**src/rtl/pcie_trans_ctrl_pkg.sv**
```systemverilog
// Shared definitions for the PCIe transaction-layer control sequencer:
// link state encoding, head-word routing bits and fifo_err bit positions.
package pcie_pkg;

    localparam logic [2:0] ST_RESET  = 3'd0;
    localparam logic [2:0] ST_INIT   = 3'd1;
    localparam logic [2:0] ST_IDLE   = 3'd2;
    localparam logic [2:0] ST_ACTIVE = 3'd3;
    localparam logic [2:0] ST_ERROR  = 3'd4;

    // Routing bits inside a datapath word.
    localparam int VC_BIT   = 4;
    localparam int DEST_BIT = 5;

    // Bit positions of the per-FIFO error flags in fifo_err.
    localparam int FIFO_MF  = 0;
    localparam int FIFO_VC0 = 1;
    localparam int FIFO_VC1 = 2;
    localparam int FIFO_D0  = 3;
    localparam int FIFO_D1  = 4;
    localparam int FIFO_NUM = 5;

endpackage

```
**src/rtl/pcie_trans_ctrl_if.sv**
```systemverilog
// FIFO-side bundle of the sequencer: status flags and head words coming
// from the FIFOs, pop/push strobes going back to them.
interface pcie_trans_ctrl_if
    import pcie_pkg::*;
#(
    parameter int DATA_W = 6
);
    logic                empty_MF;
    logic                empty_VC0;
    logic                empty_VC1;
    logic                empty_D0;
    logic                empty_D1;
    logic                afull_VC0;
    logic                afull_VC1;
    logic                afull_D0;
    logic                afull_D1;
    logic [FIFO_NUM-1:0] fifo_err;
    logic [DATA_W-1:0]   head_MF;
    logic [DATA_W-1:0]   head_VC0;
    logic [DATA_W-1:0]   head_VC1;
    logic                pop_MF;
    logic                pop_VC0;
    logic                pop_VC1;
    logic                push_VC0;
    logic                push_VC1;
    logic                push_D0;
    logic                push_D1;

    // Sequencer side: reads FIFO status, drives the strobes.
    modport master (
        input  empty_MF, empty_VC0, empty_VC1, empty_D0, empty_D1,
        input  afull_VC0, afull_VC1, afull_D0, afull_D1,
        input  fifo_err, head_MF, head_VC0, head_VC1,
        output pop_MF, pop_VC0, pop_VC1,
        output push_VC0, push_VC1, push_D0, push_D1
    );

    // FIFO side: reports status, consumes the strobes.
    modport slave (
        output empty_MF, empty_VC0, empty_VC1, empty_D0, empty_D1,
        output afull_VC0, afull_VC1, afull_D0, afull_D1,
        output fifo_err, head_MF, head_VC0, head_VC1,
        input  pop_MF, pop_VC0, pop_VC1,
        input  push_VC0, push_VC1, push_D0, push_D1
    );
endinterface

```
**src/rtl/pcie_trans_ctrl_vc_arbiter.sv**
```systemverilog
// VC -> destination stage: strict-priority grant (VC0 over VC1) and routing
// of the granted head word to D0/D1 by its destination bit.
module pcie_vc_arbiter
    import pcie_pkg::*;
#(
    parameter int DATA_W = 6
) (
    input  logic              enable,
    input  logic              empty_vc0,
    input  logic              empty_vc1,
    input  logic [DATA_W-1:0] head_vc0,
    input  logic [DATA_W-1:0] head_vc1,
    input  logic              afull_d0,
    input  logic              afull_d1,
    output logic              pop_vc0,
    output logic              pop_vc1,
    output logic              push_d0,
    output logic              push_d1
);
    logic dest0_s;
    logic dest1_s;
    logic tgt0_full_s;
    logic tgt1_full_s;

    // Grant VC0 whenever its target has room; VC1 only takes a free slot.
    always_comb begin
        dest0_s     = head_vc0[DEST_BIT];
        dest1_s     = head_vc1[DEST_BIT];
        tgt0_full_s = dest0_s ? afull_d1 : afull_d0;
        tgt1_full_s = dest1_s ? afull_d1 : afull_d0;
        pop_vc0     = enable && !empty_vc0 && !tgt0_full_s;
        pop_vc1     = enable && !empty_vc1 && !tgt1_full_s && !pop_vc0;
        push_d0     = (pop_vc0 && !dest0_s) || (pop_vc1 && !dest1_s);
        push_d1     = (pop_vc0 &&  dest0_s) || (pop_vc1 &&  dest1_s);
    end

endmodule

```
**src/rtl/pcie_trans_ctrl.sv**
```systemverilog
// Link state machine, threshold latching and MF->VC->D strobe generation
// for the PCIe transaction-layer FIFO datapath.
module pcie_trans_ctrl
    import pcie_pkg::*;
#(
    parameter int DATA_W = 6,
    parameter int MF_TW  = 2,
    parameter int VC_TW  = 4,
    parameter int D_TW   = 2
) (
    input  logic             clk,
    input  logic             reset,
    input  logic             init,
    input  logic [MF_TW-1:0] umbral_MF,
    input  logic [VC_TW-1:0] umbral_VC0,
    input  logic [VC_TW-1:0] umbral_VC1,
    input  logic [D_TW-1:0]  umbral_D0,
    input  logic [D_TW-1:0]  umbral_D1,
    pcie_trans_ctrl_if.master bus,
    output logic [MF_TW-1:0] cfg_MF,
    output logic [VC_TW-1:0] cfg_VC0,
    output logic [VC_TW-1:0] cfg_VC1,
    output logic [D_TW-1:0]  cfg_D0,
    output logic [D_TW-1:0]  cfg_D1,
    output logic             active_out,
    output logic             idle_out,
    output logic             error_out
);
    logic [2:0] state_r;
    logic [2:0] state_nxt_s;
    logic       err_s;
    logic       all_empty_s;
    logic       strobe_en_s;
    logic       vc_sel_s;
    logic       pop_mf_s;
    logic       pop_vc0_s;
    logic       pop_vc1_s;
    logic       push_d0_s;
    logic       push_d1_s;
    logic       any_strobe_s;

    // Status summaries; strobes run only in ACTIVE and are cut by a pending
    // reset, init request or FIFO error so nothing moves on those cycles.
    always_comb begin
        err_s       = |bus.fifo_err;
        all_empty_s = bus.empty_MF && bus.empty_VC0 && bus.empty_VC1 &&
                      bus.empty_D0 && bus.empty_D1;
        strobe_en_s = (state_r == ST_ACTIVE) && !reset && !init && !err_s;
    end

    // MF -> VC stage: head word bit selects the VC, stalled by its almost-full.
    always_comb begin
        vc_sel_s = bus.head_MF[VC_BIT];
        pop_mf_s = strobe_en_s && !bus.empty_MF &&
                   !(vc_sel_s ? bus.afull_VC1 : bus.afull_VC0);
    end

    pcie_vc_arbiter #(
        .DATA_W (DATA_W)
    ) u_vc_arbiter (
        .enable    (strobe_en_s),
        .empty_vc0 (bus.empty_VC0),
        .empty_vc1 (bus.empty_VC1),
        .head_vc0  (bus.head_VC0),
        .head_vc1  (bus.head_VC1),
        .afull_d0  (bus.afull_D0),
        .afull_d1  (bus.afull_D1),
        .pop_vc0   (pop_vc0_s),
        .pop_vc1   (pop_vc1_s),
        .push_d0   (push_d0_s),
        .push_d1   (push_d1_s)
    );

    assign bus.pop_MF   = pop_mf_s;
    assign bus.push_VC0 = pop_mf_s && !vc_sel_s;
    assign bus.push_VC1 = pop_mf_s &&  vc_sel_s;
    assign bus.pop_VC0  = pop_vc0_s;
    assign bus.pop_VC1  = pop_vc1_s;
    assign bus.push_D0  = push_d0_s;
    assign bus.push_D1  = push_d1_s;
    assign any_strobe_s = pop_mf_s || pop_vc0_s || pop_vc1_s;

    // Next link state; a FIFO error outranks init and the empty transitions.
    always_comb begin
        state_nxt_s = state_r;
        case (state_r)
            ST_RESET: state_nxt_s = ST_INIT;
            ST_INIT: begin
                if (err_s)        state_nxt_s = ST_ERROR;
                else if (!init)   state_nxt_s = ST_IDLE;
                else              state_nxt_s = ST_INIT;
            end
            ST_IDLE: begin
                if (err_s)             state_nxt_s = ST_ERROR;
                else if (init)         state_nxt_s = ST_INIT;
                else if (!all_empty_s) state_nxt_s = ST_ACTIVE;
                else                   state_nxt_s = ST_IDLE;
            end
            ST_ACTIVE: begin
                if (err_s)                              state_nxt_s = ST_ERROR;
                else if (init)                          state_nxt_s = ST_INIT;
                else if (all_empty_s && !any_strobe_s)  state_nxt_s = ST_IDLE;
                else                                    state_nxt_s = ST_ACTIVE;
            end
            ST_ERROR: state_nxt_s = ST_ERROR;
            default:  state_nxt_s = ST_ERROR;
        endcase
    end

    // State register, indicators decoded from the next state so they change
    // on the same edge as the state, and threshold capture during INIT.
    always_ff @(posedge clk) begin
        if (reset) begin
            state_r    <= ST_RESET;
            active_out <= 1'b0;
            idle_out   <= 1'b0;
            error_out  <= 1'b0;
            cfg_MF     <= '0;
            cfg_VC0    <= '0;
            cfg_VC1    <= '0;
            cfg_D0     <= '0;
            cfg_D1     <= '0;
        end else begin
            state_r    <= state_nxt_s;
            active_out <= (state_nxt_s == ST_ACTIVE);
            idle_out   <= (state_nxt_s == ST_IDLE);
            error_out  <= (state_nxt_s == ST_ERROR);
            if ((state_r == ST_INIT) && init && !err_s) begin
                cfg_MF  <= umbral_MF;
                cfg_VC0 <= umbral_VC0;
                cfg_VC1 <= umbral_VC1;
                cfg_D0  <= umbral_D0;
                cfg_D1  <= umbral_D1;
            end else begin
                cfg_MF  <= cfg_MF;
                cfg_VC0 <= cfg_VC0;
                cfg_VC1 <= cfg_VC1;
                cfg_D0  <= cfg_D0;
                cfg_D1  <= cfg_D1;
            end
        end
    end

endmodule

```
**src/flat_wrapper.sv**
```systemverilog
// flat-port wrapper written by rule: the top's interface ports become plain ports
module pcie_trans_ctrl_flat import pcie_pkg::*;
#(
    parameter int DATA_W = 6,
    parameter int MF_TW  = 2,
    parameter int VC_TW  = 4,
    parameter int D_TW   = 2
)
  (clk, reset, init, umbral_MF, umbral_VC0, umbral_VC1, umbral_D0, umbral_D1, cfg_MF, cfg_VC0, cfg_VC1, cfg_D0, cfg_D1, active_out, idle_out, error_out, bus_empty_MF, bus_empty_VC0, bus_empty_VC1, bus_empty_D0, bus_empty_D1, bus_afull_VC0, bus_afull_VC1, bus_afull_D0, bus_afull_D1, bus_fifo_err, bus_head_MF, bus_head_VC0, bus_head_VC1, bus_pop_MF, bus_pop_VC0, bus_pop_VC1, bus_push_VC0, bus_push_VC1, bus_push_D0, bus_push_D1);
  pcie_trans_ctrl_if #(.DATA_W(DATA_W)) bus_i ();
  input  logic clk;
  input  logic reset;
  input  logic init;
  input  logic [MF_TW-1:0] umbral_MF;
  input  logic [VC_TW-1:0] umbral_VC0;
  input  logic [VC_TW-1:0] umbral_VC1;
  input  logic [D_TW-1:0] umbral_D0;
  input  logic [D_TW-1:0] umbral_D1;
  output logic [MF_TW-1:0] cfg_MF;
  output logic [VC_TW-1:0] cfg_VC0;
  output logic [VC_TW-1:0] cfg_VC1;
  output logic [D_TW-1:0] cfg_D0;
  output logic [D_TW-1:0] cfg_D1;
  output logic active_out;
  output logic idle_out;
  output logic error_out;
  input wire logic [$bits(bus_i.empty_MF)-1:0] bus_empty_MF;
  input wire logic [$bits(bus_i.empty_VC0)-1:0] bus_empty_VC0;
  input wire logic [$bits(bus_i.empty_VC1)-1:0] bus_empty_VC1;
  input wire logic [$bits(bus_i.empty_D0)-1:0] bus_empty_D0;
  input wire logic [$bits(bus_i.empty_D1)-1:0] bus_empty_D1;
  input wire logic [$bits(bus_i.afull_VC0)-1:0] bus_afull_VC0;
  input wire logic [$bits(bus_i.afull_VC1)-1:0] bus_afull_VC1;
  input wire logic [$bits(bus_i.afull_D0)-1:0] bus_afull_D0;
  input wire logic [$bits(bus_i.afull_D1)-1:0] bus_afull_D1;
  input wire logic [$bits(bus_i.fifo_err)-1:0] bus_fifo_err;
  input wire logic [$bits(bus_i.head_MF)-1:0] bus_head_MF;
  input wire logic [$bits(bus_i.head_VC0)-1:0] bus_head_VC0;
  input wire logic [$bits(bus_i.head_VC1)-1:0] bus_head_VC1;
  output wire logic [$bits(bus_i.pop_MF)-1:0] bus_pop_MF;
  output wire logic [$bits(bus_i.pop_VC0)-1:0] bus_pop_VC0;
  output wire logic [$bits(bus_i.pop_VC1)-1:0] bus_pop_VC1;
  output wire logic [$bits(bus_i.push_VC0)-1:0] bus_push_VC0;
  output wire logic [$bits(bus_i.push_VC1)-1:0] bus_push_VC1;
  output wire logic [$bits(bus_i.push_D0)-1:0] bus_push_D0;
  output wire logic [$bits(bus_i.push_D1)-1:0] bus_push_D1;
  assign bus_i.empty_MF = bus_empty_MF;
  assign bus_i.empty_VC0 = bus_empty_VC0;
  assign bus_i.empty_VC1 = bus_empty_VC1;
  assign bus_i.empty_D0 = bus_empty_D0;
  assign bus_i.empty_D1 = bus_empty_D1;
  assign bus_i.afull_VC0 = bus_afull_VC0;
  assign bus_i.afull_VC1 = bus_afull_VC1;
  assign bus_i.afull_D0 = bus_afull_D0;
  assign bus_i.afull_D1 = bus_afull_D1;
  assign bus_i.fifo_err = bus_fifo_err;
  assign bus_i.head_MF = bus_head_MF;
  assign bus_i.head_VC0 = bus_head_VC0;
  assign bus_i.head_VC1 = bus_head_VC1;
  assign bus_pop_MF = bus_i.pop_MF;
  assign bus_pop_VC0 = bus_i.pop_VC0;
  assign bus_pop_VC1 = bus_i.pop_VC1;
  assign bus_push_VC0 = bus_i.push_VC0;
  assign bus_push_VC1 = bus_i.push_VC1;
  assign bus_push_D0 = bus_i.push_D0;
  assign bus_push_D1 = bus_i.push_D1;
  pcie_trans_ctrl #(.DATA_W(DATA_W), .MF_TW(MF_TW), .VC_TW(VC_TW), .D_TW(D_TW)) u_core (.clk(clk), .reset(reset), .init(init), .umbral_MF(umbral_MF), .umbral_VC0(umbral_VC0), .umbral_VC1(umbral_VC1), .umbral_D0(umbral_D0), .umbral_D1(umbral_D1), .bus(bus_i), .cfg_MF(cfg_MF), .cfg_VC0(cfg_VC0), .cfg_VC1(cfg_VC1), .cfg_D0(cfg_D0), .cfg_D1(cfg_D1), .active_out(active_out), .idle_out(idle_out), .error_out(error_out));
endmodule
```
**config.mk**
```make
export PLATFORM = sky130hd
export DESIGN_NAME = pcie_trans_ctrl_flat
export DESIGN_NICKNAME = d
export VERILOG_FILES = /design/src/rtl/pcie_trans_ctrl_pkg.sv /design/src/rtl/pcie_trans_ctrl_if.sv /design/src/rtl/pcie_trans_ctrl_vc_arbiter.sv /design/src/rtl/pcie_trans_ctrl.sv /design/src/flat_wrapper.sv
export SDC_FILE = /design/constraint.sdc
export NUM_CORES = 1
export LEC_CHECK = 0
export BUFFER_PORTS_ARGS = -buffer_cell sky130_fd_sc_hd__buf_4
export CAP_MARGIN = 15
export CORE_MARGIN = 4
export CORE_UTILIZATION = 40
export DETAILED_ROUTE_END_ITERATION = 10
export PLACE_DENSITY_LB_ADDON = 0.05
export SYNTH_ARGS = -nofsm -noshare
export SYNTH_HDL_FRONTEND = slang
export SYNTH_HIERARCHICAL = 1
export SYNTH_SLANG_ARGS = --single-unit
export TNS_END_PERCENT = 1
```
**constraint.sdc**
```tcl
create_clock -name clk -period 2.45 [get_ports clk]
set_input_delay 0.245 -clock clk [delete_from_list [all_inputs] [get_ports clk]]
set_output_delay 0.245 -clock clk [all_outputs]
set_load 0.005 [all_outputs]
```
# Word level (Yosys, flattened, before mapping)
# Cells that the tools add are included.
word_totals:
  output_inout_bits: 24
  input_bits: 49
  regBits: 20
  wordCells: 70
op_classes:
  reduce_logical: 43
  n_eq_ne: 6
  mux: 12
ops:
  columns: ["op", "count"]
  rows:
  - ["$logic_and 1x1->1", 23]
  - ["$mux 3", 5]
  - ["$logic_not 1->1", 14]
  - ["$eq 3x2->1 const B", 4]
  - ["$pmux 3 s4", 1]
  - ["$mux 1", 5]
  - ["$reduce_or 5->1", 1]
  - ["$logic_or 1x1->1", 4]
  - ["$eq 3x1->1 const B", 1]
  - ["$eq 3x3->1 const B", 1]
  - ["$logic_not 3->1", 1]
  - ["$mux 2", 1]

# Logic depth before layout (Yosys ltp)
# Gate-level depths: netlist of the first run.
logic_depth:
  word_depth: 16
  ltp_mapped: 9
  ltp_nobuf: 9

# Hierarchy
# Netlist of the first run, hierarchy kept.
by_module_without_submodules:
  columns: ["module", "instances", "cells_each", "area_each_um2", "seq_area_each_um2"]
  rows:
  - ["pcie_trans_ctrl", 1, 94, 954.7, 400.4]
  - ["pcie_vc_arbiter", 1, 11, 90.1, 0.0]

# Least setup slack after synthesis of the first run
# OpenSTA, ideal clock, no wires.
synth_timing:
  path_kind: "input to register"
  from: "in bus_fifo_err[0]"
  to: "reg u_core.state_r[0]"
  path_buffers: 0
  path_slack_ns: 0.116
  stages: 9
  arrival_time_ns: 2.276
  required_time_ns: 2.392
  setup_time_ns: 0.058
  path_cell_list: "or4_4 -> or4_4 -> inv_1 -> nor2b_1 -> o21ai_0 -> a21oi_1 -> o211a_1 -> o31a_1 -> o211a_1"
synth_between:
  elab_chain_len: 14
  word_cells_on_any_way: 21
  classes_between: "mux: 6; reduce/logical: 15"
synth_rtl:
  columns: ["item", "line_no", "text"]
  rows:
  - ["start, declared", "flat_wrapper.sv:36", "input wire logic [$bits(bus_i.fifo_err)-1:0] bus_fifo_err;"]
  - ["$reduce_or 5->1 (*)", "pcie_trans_ctrl.sv:45", "err_s = |bus.fifo_err;"]
  - ["$logic_not 1->1 (*)", "pcie_trans_ctrl.sv:48", "strobe_en_s = (state_r == ST_ACTIVE) && !reset && !init && !err_s;"]
  - ["$logic_and 1x1->1 (*)", "pcie_trans_ctrl.sv:48", null]
  - ["via u_core.strobe_en_s", "pcie_trans_ctrl.sv:33", "logic strobe_en_s;"]
  - ["$logic_and 1x1->1 (2 in series)", "pcie_trans_ctrl_vc_arbiter.sv:31", "pop_vc0 = enable && !empty_vc0 && !tgt0_full_s;"]
  - ["$logic_not 1->1", "pcie_trans_ctrl_vc_arbiter.sv:32", "pop_vc1 = enable && !empty_vc1 && !tgt1_full_s && !pop_vc0;"]
  - ["$logic_and 1x1->1 (*)", "pcie_trans_ctrl_vc_arbiter.sv:32", null]
  - ["via bus_pop_VC1", "flat_wrapper.sv:42", "output wire logic [$bits(bus_i.pop_VC1)-1:0] bus_pop_VC1;"]
  - ["$logic_or 1x1->1 (*)", "pcie_trans_ctrl.sv:81", "assign any_strobe_s = pop_mf_s || pop_vc0_s || pop_vc1_s;"]
  - ["$logic_not 1->1 (*)", "pcie_trans_ctrl.sv:102", "else if (all_empty_s && !any_strobe_s) state_nxt_s = ST_IDLE;"]
  - ["$logic_and 1x1->1 (*)", "pcie_trans_ctrl.sv:102", null]
  - ["$mux 1 (*)", "pcie_trans_ctrl.sv:102", null]
  - ["$mux 3 (*)", "pcie_trans_ctrl.sv:101", "else if (init) state_nxt_s = ST_INIT;"]
  - ["$mux 3 (*)", "pcie_trans_ctrl.sv:100", "if (err_s) state_nxt_s = ST_ERROR;"]
  - ["$pmux 3 s4 (*)", "pcie_trans_ctrl.sv:86", "case (state_r)"]
  - ["end signal, assigned", "pcie_trans_ctrl.sv:124", "state_r <= state_nxt_s;"]
  - ["end, declared", "pcie_trans_ctrl.sv:29", "logic [2:0] state_r;"]
# The timed path passes the listed nets; every way through them passes the cells marked *.
# A chain may end at the register's enable or synchronous reset.

# Worst setup path in the final report of the first run
layout_timing:
  from: "reg u_core.state_r[2]"
  to: "out bus_push_D0"
layout_between:
  elab_chain_len: 10
  word_cells_on_any_way: 13
  classes_between: "eq/ne: 1; reduce/logical: 12"
layout_rtl:
  columns: ["item", "line_no", "text"]
  rows:
  - ["$eq 3x2->1 (*)", "pcie_trans_ctrl.sv:48", null]
  - ["$logic_and 1x1->1 (*) (3 in series)", "pcie_trans_ctrl.sv:48", null]
  - ["via u_core.strobe_en_s", "pcie_trans_ctrl.sv:33", null]
  - ["$logic_and 1x1->1 (2 in series)", "pcie_trans_ctrl_vc_arbiter.sv:31", null]
  - ["$logic_not 1->1", "pcie_trans_ctrl_vc_arbiter.sv:32", null]
  - ["$logic_and 1x1->1", "pcie_trans_ctrl_vc_arbiter.sv:32", null]
  - ["$logic_and 1x1->1", "pcie_trans_ctrl_vc_arbiter.sv:33", "push_d0 = (pop_vc0 && !dest0_s) || (pop_vc1 && !dest1_s);"]
  - ["$logic_or 1x1->1 (*)", "pcie_trans_ctrl_vc_arbiter.sv:33", null]
  - ["end, declared", "flat_wrapper.sv:45", "output wire logic [$bits(bus_i.push_D0)-1:0] bus_push_D0;"]
# Marked as above.

==> qor.txt, run 1 <==
Gpl congestion - 0.7137
Vias in the first global route - 927
CTS Root Cell - clkbuf_4
Initial Util - 42.17%
Synth top area share - 38.32%
Synth area leader - dfxtp_1
CTS H-tree depth - 1
Crit path capture type - output pin
Clock Power Share - 29.3%
Endpoints failing setup - 0
Fin. max-slew vios - 0
Area delta synth->final - 56.29%
Max-Cap Viols - 0
Launch point of the worst hold path - umbral_VC1[3]
Chip width - 59.11 um
Congestion Overflow GR - 0
Synth Cell Area - 0.001045 mm^2
Worst path max stage delay - 500 ps
Clock Tree Buf Depth - 2
Final Hold Vio Count - 0
DPL Wire Length - 1959 um
Nets - 221
Total number of yosys warnings - 6
Initial antenna violation count - 0
CP max FO - 4
Synth Register Bits - 20
Core Util, Final - 65.91%
Avg Synthesized Cell Area - 9.950 um^2
CTS clk-pin slew, worst paths - 110 ps
Antenna diode count - 0
Port Buffers - 57
Clock sink count - 20
Post-synthesis sequential area ratio - 38.32%
GRT Total Usage - 14.47%
Number of buffers created by CTS - 3
Die area - 0.003493 mm^2
Core ar. - 0.002477 mm^2
Crit path buffers/inverters - 3
Largest net degree at the start of global routing - 32
Leak - 0.0007268 uW
Initial DRC count - 28
Yosys cell types - 32
Skew-Pair Late Insertion Delay - 290 ps
Final wirelength - 2689 um
DR WL/cell - 13.38 um
RSZ-0062 raised after global routing - yes
Sw Ratio - 23.39%
Synth top area cells - dfxtp_1, nand2b_1, mux2i_1
Setup tns final - 0 ps
Crit path cell chain - or3_4, or4_4, inv_2, buf_6, nor4bb_4, o21ba_1, buf_4
CP max-delay cell - or4_4
Total number of vias - 984
Period utilization - 97.25%
Row count - 18
Hold crit path type - input pin to flip-flop
Outcome - finished, final reports clean
Min Tclk post-route - 2383 ps
Reg-to-Reg Start - u_core/state_r[2]
Achievable Freq - 419.7 MHz
Worst Setup Start Kind - flip-flop
Combinational group share of total power - 17.5%
Switch Pwr - 150.6 uW
Total iterations of the first detailed-routing run - 4
Worst-Margin Slew - 281.1 ps
Worst setup path start - u_core/state_r[2]
Cell count after synthesis - 105
Layout cell share with drive strength beyond 1 - 49.71%
Largest delay share family, worst path - simple AND/OR/NAND/NOR gates
Setup Skew - 5.321 ps
Int Power - 493.4 uW
Power per cell area - 394.5 mW/mm^2
Slew margin rel. - 81.26%
Syn_nets - 154
Detail Route Antenna Nets - 0
Vias/cell - 4.896
Reg power frac - 53.1%
First-pass GRT wire length - 3974 um
Setup CP Type - flip-flop to output pin
CTS tree - built
Residual DRC count - 0
Crit path DAT - 2140 ps
Peak supply drop - 0.3540 mV
IO Count - 73
Die H - 59.11 um
Critical Path RT - 2200 ps
cells by family (layout without fill, tap and decap cells):
family                 after synthesis  in the layout  synth area share (%)
AO/OA/AOI/OAI                       14             14                 11.98
flip-flops                          20             20                 38.32
AND/OR/NAND/NOR                     48             48                 31.62
buffers and inverters                8             74                 3.233
multiplexers                        15             15                 14.85
cells in the final DEF, fill, tap and decap left out, drive strengths merged:
| cell | n |
|---|---|
| or4 | 3 |
| o31a | 1 |
| a2111oi | 1 |
| nor4b | 1 |
| nor4 | 1 |
| nor3b | 1 |
| nand4 | 1 |
| nor2b | 3 |
| nor4bb | 1 |
| or3 | 1 |
| o21ai | 2 |
| buf | 66 |
| nor2 | 2 |
| or4bb | 1 |
| o311a | 1 |
| inv | 4 |
| mux2i | 14 |
| or2 | 1 |
| nor3 | 2 |
| nand2b | 29 |
| a21oi | 3 |
| clkbuf | 4 |
| o21ba | 2 |
| o22ai | 1 |
| mux2 | 1 |
| o211a | 2 |
| dfxtp | 20 |
| nand2 | 1 |
| o21bai | 1 |
registers in the layout (all words and copies together) (netlist names):
register           cells
u_core/cfg_VC0         4
u_core/cfg_VC1         4
u_core/state_r         3
u_core/cfg_D0          2
u_core/cfg_D1          2
u_core/cfg_MF          2
u_core/active_out      1
u_core/error_out       1
u_core/idle_out        1
synthesized netlist by cell type:
| master | instances |
|---|---|
| nand2b_1 | 29 |
| dfxtp_1 | 20 |
| mux2i_1 | 14 |
| inv_1 | 4 |
| a21oi_1 | 3 |
| clkbuf_1 | 3 |
| nor2b_1 | 3 |
| nor2_1 | 2 |
| o211a_1 | 2 |
| o21ai_0 | 2 |
| or4_4 | 2 |
| a2111oi_4 | 1 |
| buf_4 | 1 |
| mux2_4 | 1 |
| nand2_1 | 1 |
| nand4_1 | 1 |
| nor3_1 | 1 |
| nor3_2 | 1 |
| nor3b_2 | 1 |
| nor4_1 | 1 |
| nor4b_2 | 1 |
| nor4bb_1 | 1 |
| o21ba_1 | 1 |
| o21ba_2 | 1 |
| o21bai_1 | 1 |
| o22ai_1 | 1 |
| o311a_1 | 1 |
| o31a_1 | 1 |
| or2_2 | 1 |
| or3_1 | 1 |
| or4_1 | 1 |
| or4bb_1 | 1 |
worst paths after layout:
| kind | slack (ps) | depth (start not counted) | end |
|---|---|---|---|
| hold / removal | 200 | 3 | u_core/cfg_VC1[3] |
| setup / recovery | 70 | 7 | bus_push_D0 |
| hold reg to reg | 480 | 2 | u_core/cfg_VC1[2] |
| setup reg to reg | 170 | 10 | u_core/state_r[0] |
per-layer routing:
metal / GRT usage [%] / vias up / routed length [um]
li1: - / 499 / -
met1: 17.29 / 448 / 1132
met2: 25.08 / 33 / 1326
met3: 4.357 / 4 / 202
met4: 3.883 / 0 / 28
met5: 0 / - / 0
per-stage QoR:
| stage | hold WS, ps | area, um^2 | power [uW] | std cells | setup WS, ps |
|---|---|---|---|---|---|
| floorplan | 399.7 | 1045 | 390.9 | 105 | 115.9 |
| global placement | 458.5 | 1529 | 448.7 | 193 | -20.01 |
| detailed placement | 465.2 | 1529 | 452.2 | 193 | -74.95 |
| CTS | 193.4 | 1572 | 645.2 | 197 | 17.79 |
| global route | 186.2 | 1633 | 682.2 | 201 | -38.89 |
| finish | 203.3 | 1633 | 644.1 | 201 | 67.47 |
area by class of cell:
class | count | area, um^2
Sequential cell | 20 | 401.6
Tap cell | 30 | 37.54
Clock buffer | 4 | 36.28
Fill cell | 230 | 844.6
Inverter | 4 | 15.01
Multi-Input combinational cell | 77 | 643.1
Timing Repair Buffer | 66 | 499.2
repair_timing:
action                                  4_1_cts  5_1_grt
gates resized for setup                       2        8
setup buffers                                 0        4
endpoints found under the setup margin        2        3
hold buffers                                  0        0
endpoints found under the hold margin         0        0
tightest hold or removal path, cell delays in order:
cell,delay [ps]
buf_4,110
nand2b_1,50
mux2i_1,60
power groups by stage:
stage          Sequential [uW]  Clock, uW  Combinational (uW)
4_1_cts                    341        200                 105
3_5_place_dp               348          0                 104
6_report                   342        189                 113
3_3_place_gp               348          0                 100
5_1_grt                    343        214                 124
2_1_floorplan              347          0                43.4
Power figures use the tool's default switching activity.
==> run 2: changes to the inputs <==
- CAP_MARGIN: 15 -> 10
- REMOVE_ABC_BUFFERS: default -> 1
==> qor.txt, run 2 (same netlist as run 1, synthesis figures left out) <==
Outcome - finished, final reports clean
Residual DRC count - 0 (unchanged)
Worst-Margin Slew - 287.1 ps (+6.018 ps)
M2 GR Usage - 27.76% (+2.7 points)
Critical Path RT - 2200 ps (about the same)
Crit path cell chain - buf_4, or4_4, or4_4, inv_2, buf_4, nor4bb_4, o21ba_1, buf_4
Number of buffers created by CTS - 3 (unchanged)
DR WL/cell - 13.18 um (-1.5%)
Min Tclk post-route - 2355 ps (-27.68 ps)
Crit path buffers/inverters - 4 (+1)
RSZ-0062 raised after global routing - no
Peak supply drop - 0.3548 mV (+0.22%)
Worst setup path start - bus_fifo_err[0]
Top flop regs - u_core/cfg_VC0 (4), u_core/cfg_VC1 (4), u_core/state_r (3)
Initial DRC count - 26 (-7.1%)
Die H - 59.11 um (unchanged)
Core ar. - 0.002477 mm^2 (unchanged)
Endpoints failing setup - 0 (unchanged)
Clock sink count - 20 (unchanged)
Die area - 0.003493 mm^2 (unchanged)
Combinational group share of total power - 15.7% (-1.8 points)
Slew margin rel. - 80.86% (-0.40 points)
Met1 usage - 15.82% (-1.5 points)
Min-Delay Path Depth - 3 (unchanged)
Crit path DAT - 2110 ps (-30 ps)
Leak - 0.0007445 uW (+2.4%)
Clock Tree Buf Depth - 2 (unchanged)
Period utilization - 96.12% (-1.1 points)
Initial Util - 42.17% (unchanged)
R2R depth - 11 (+1)
R2R setup slack - 240 ps (+70 ps)
Setup CP Type - input pin to output pin
Initial antenna violation count - 0 (unchanged)
Total number of vias - 986 (+0.20%)
First-pass GRT wire length - 4126 um (+3.8%)
Power per cell area - 431.2 mW/mm^2 (+9.3%)
Nets - 223 (+0.90%)
Setup tns final - 0 ps (unchanged)
IO Count - 73 (unchanged)
Vias in the first global route - 985 (+6.3%)
CP max-delay cell - or4_4
Achievable Freq - 424.7 MHz (+1.2%)
Chip width - 59.11 um (unchanged)
Final hold slack - 198.0 ps (-5.221 ps)
Detail Route Antenna Nets - 0 (unchanged)
CTS tree - built
Hold crit path type - input pin to flip-flop
Final Hold Vio Count - 0 (unchanged)
Final wirelength - 2676 um (-0.48%)
Critical R2R Capture - u_core/state_r[0]
Area delta synth->final - 59.76%
DPL Wire Length - 2124 um (+8.4%)
Reg-to-Reg Start - u_core/state_r[2]
Crit path capture type - output pin
Setup Skew - 11.39 ps (+6.068 ps)
Worst setup margin - 95.15 ps (+27.68 ps)
Congestion Overflow GR - 0 (unchanged)
Gpl congestion - 0.7282 (+2.0%)
GRT Total Usage - 15.11% (+0.64 points)
Worst path max stage delay - 540 ps (+40 ps)
Hold-fix buffers at CTS - 0 (unchanged)
Fin. max-slew vios - 0 (unchanged)
CTS clk-pin slew, worst paths - 120 ps (about the same)
Switch Pwr - 151.3 uW (+0.44%)
Post-place setup slack - -72.24 ps (+2.715 ps)
Layout cell share with drive strength beyond 1 - 50.87% (+1.2 points)
CP max FO - 2 (-2)
CTS Root Cell - clkbuf_4
Commonest non-fill, non-tap cell in the layout - buf_4
Largest net degree at the start of global routing - 32 (unchanged)
Antenna diode count - 0 (unchanged)
Met3 GRT Util - 5.011% (+0.65 points)
Port Buffers - 57 (unchanged)
Largest delay share family, worst path - simple AND/OR/NAND/NOR gates
CTS H-tree depth - 1 (unchanged)
Commonest non-fill, non-tap cells in the layout - buf_4, nand2b_1, dfxtp_1
Hold EP - u_core/cfg_MF[0]
Launch point of the worst hold path - umbral_MF[0]
Vias/cell - 4.857 (-0.78%)
Skew-Pair Late Insertion Delay - 300 ps (about the same)
Busiest grt layer - met2
Sw Ratio - 21.02% (-2.4 points)
Crit path top cell by count - buf_4
Worst Setup Start Kind - input pin
Row count - 18 (unchanged)
Clock Power Share - 36.7% (+7.4 points)
Reg power frac - 47.5% (-5.6 points)
Max-Cap Viols - 0 (unchanged)
Total iterations of the first detailed-routing run - 4 (unchanged)
Int Power - 568.4 uW (+15%)
==> run 2: cell count changes in the layout (fill, tap and decap cells not counted), sizes merged <==
cell	previous run	this run
clkbuf	4	3
bufinv	0	1
buf	66	68
==> run 2: worst max path at each step <==
stage / to / slack (ps) / depth (start not counted)
4_1_cts: bus_pop_VC1 / 4 / 8
6_report: bus_push_D0 / 100 / 8
5_1_grt: bus_push_D0 / 20 / 7
3_3_place_gp: u_core/state_r[0] / -10 / 10
2_1_floorplan: u_core/state_r[0] / 120 / 9
3_5_place_dp: u_core/state_r[0] / -70 / 10
==> run 2: layout make-up <==
| class | instances | area [um^2] |
|---|---|---|
| Sequential cell | 20 | 401.6 |
| Clock buffer | 3 | 22.52 |
| Multi-Input combinational cell | 77 | 651.9 |
| Tap cell | 30 | 37.54 |
| Clock inverter | 1 | 30.03 |
| Fill cell | 203 | 808.3 |
| Inverter | 4 | 15.01 |
| Timing Repair Buffer | 68 | 510.5 |
==> run 2: per-stage QoR <==
stage	cells	util, %	instance area [um^2]	power [uW]
detailed placement	195	62.32	1544	453.9
global placement	195	62.32	1544	448.9
CTS	201	65.45	1622	722.1
global route	203	67.37	1669	754.4
finish	203	67.37	1669	719.7
floorplan	101	-	1026	387.1
==> run 2: tightest hold or removal path, cell delays in order <==
cell      delay, ps
buf_4           110
nand2b_1         50
mux2i_1          60
==> run 2: repair_timing <==
action / 4_1_cts / 5_1_grt
hold endpoints to repair: 0 / 0
resized for setup: 3 / 8
setup buffers: 2 / 2
pin swaps: 0 / 1
endpoints found under the setup margin: 3 / 7
==> run 2: metal layers <==
metal / up-vias / share of wire [%]
met5: - / 0
met4: 0 / 0.45
met3: 2 / 8.7
met2: 31 / 53
met1: 451 / 38
li1: 502 / -
==> run 2: power by group through the flow <==
stage	combinational (uW)	sequential (uW)	clock [uW]
3_5_place_dp	105	349	0
6_report	113	342	264
3_3_place_gp	101	348	0
5_1_grt	123	344	288
4_1_cts	106	341	275
2_1_floorplan	39.7	347	0
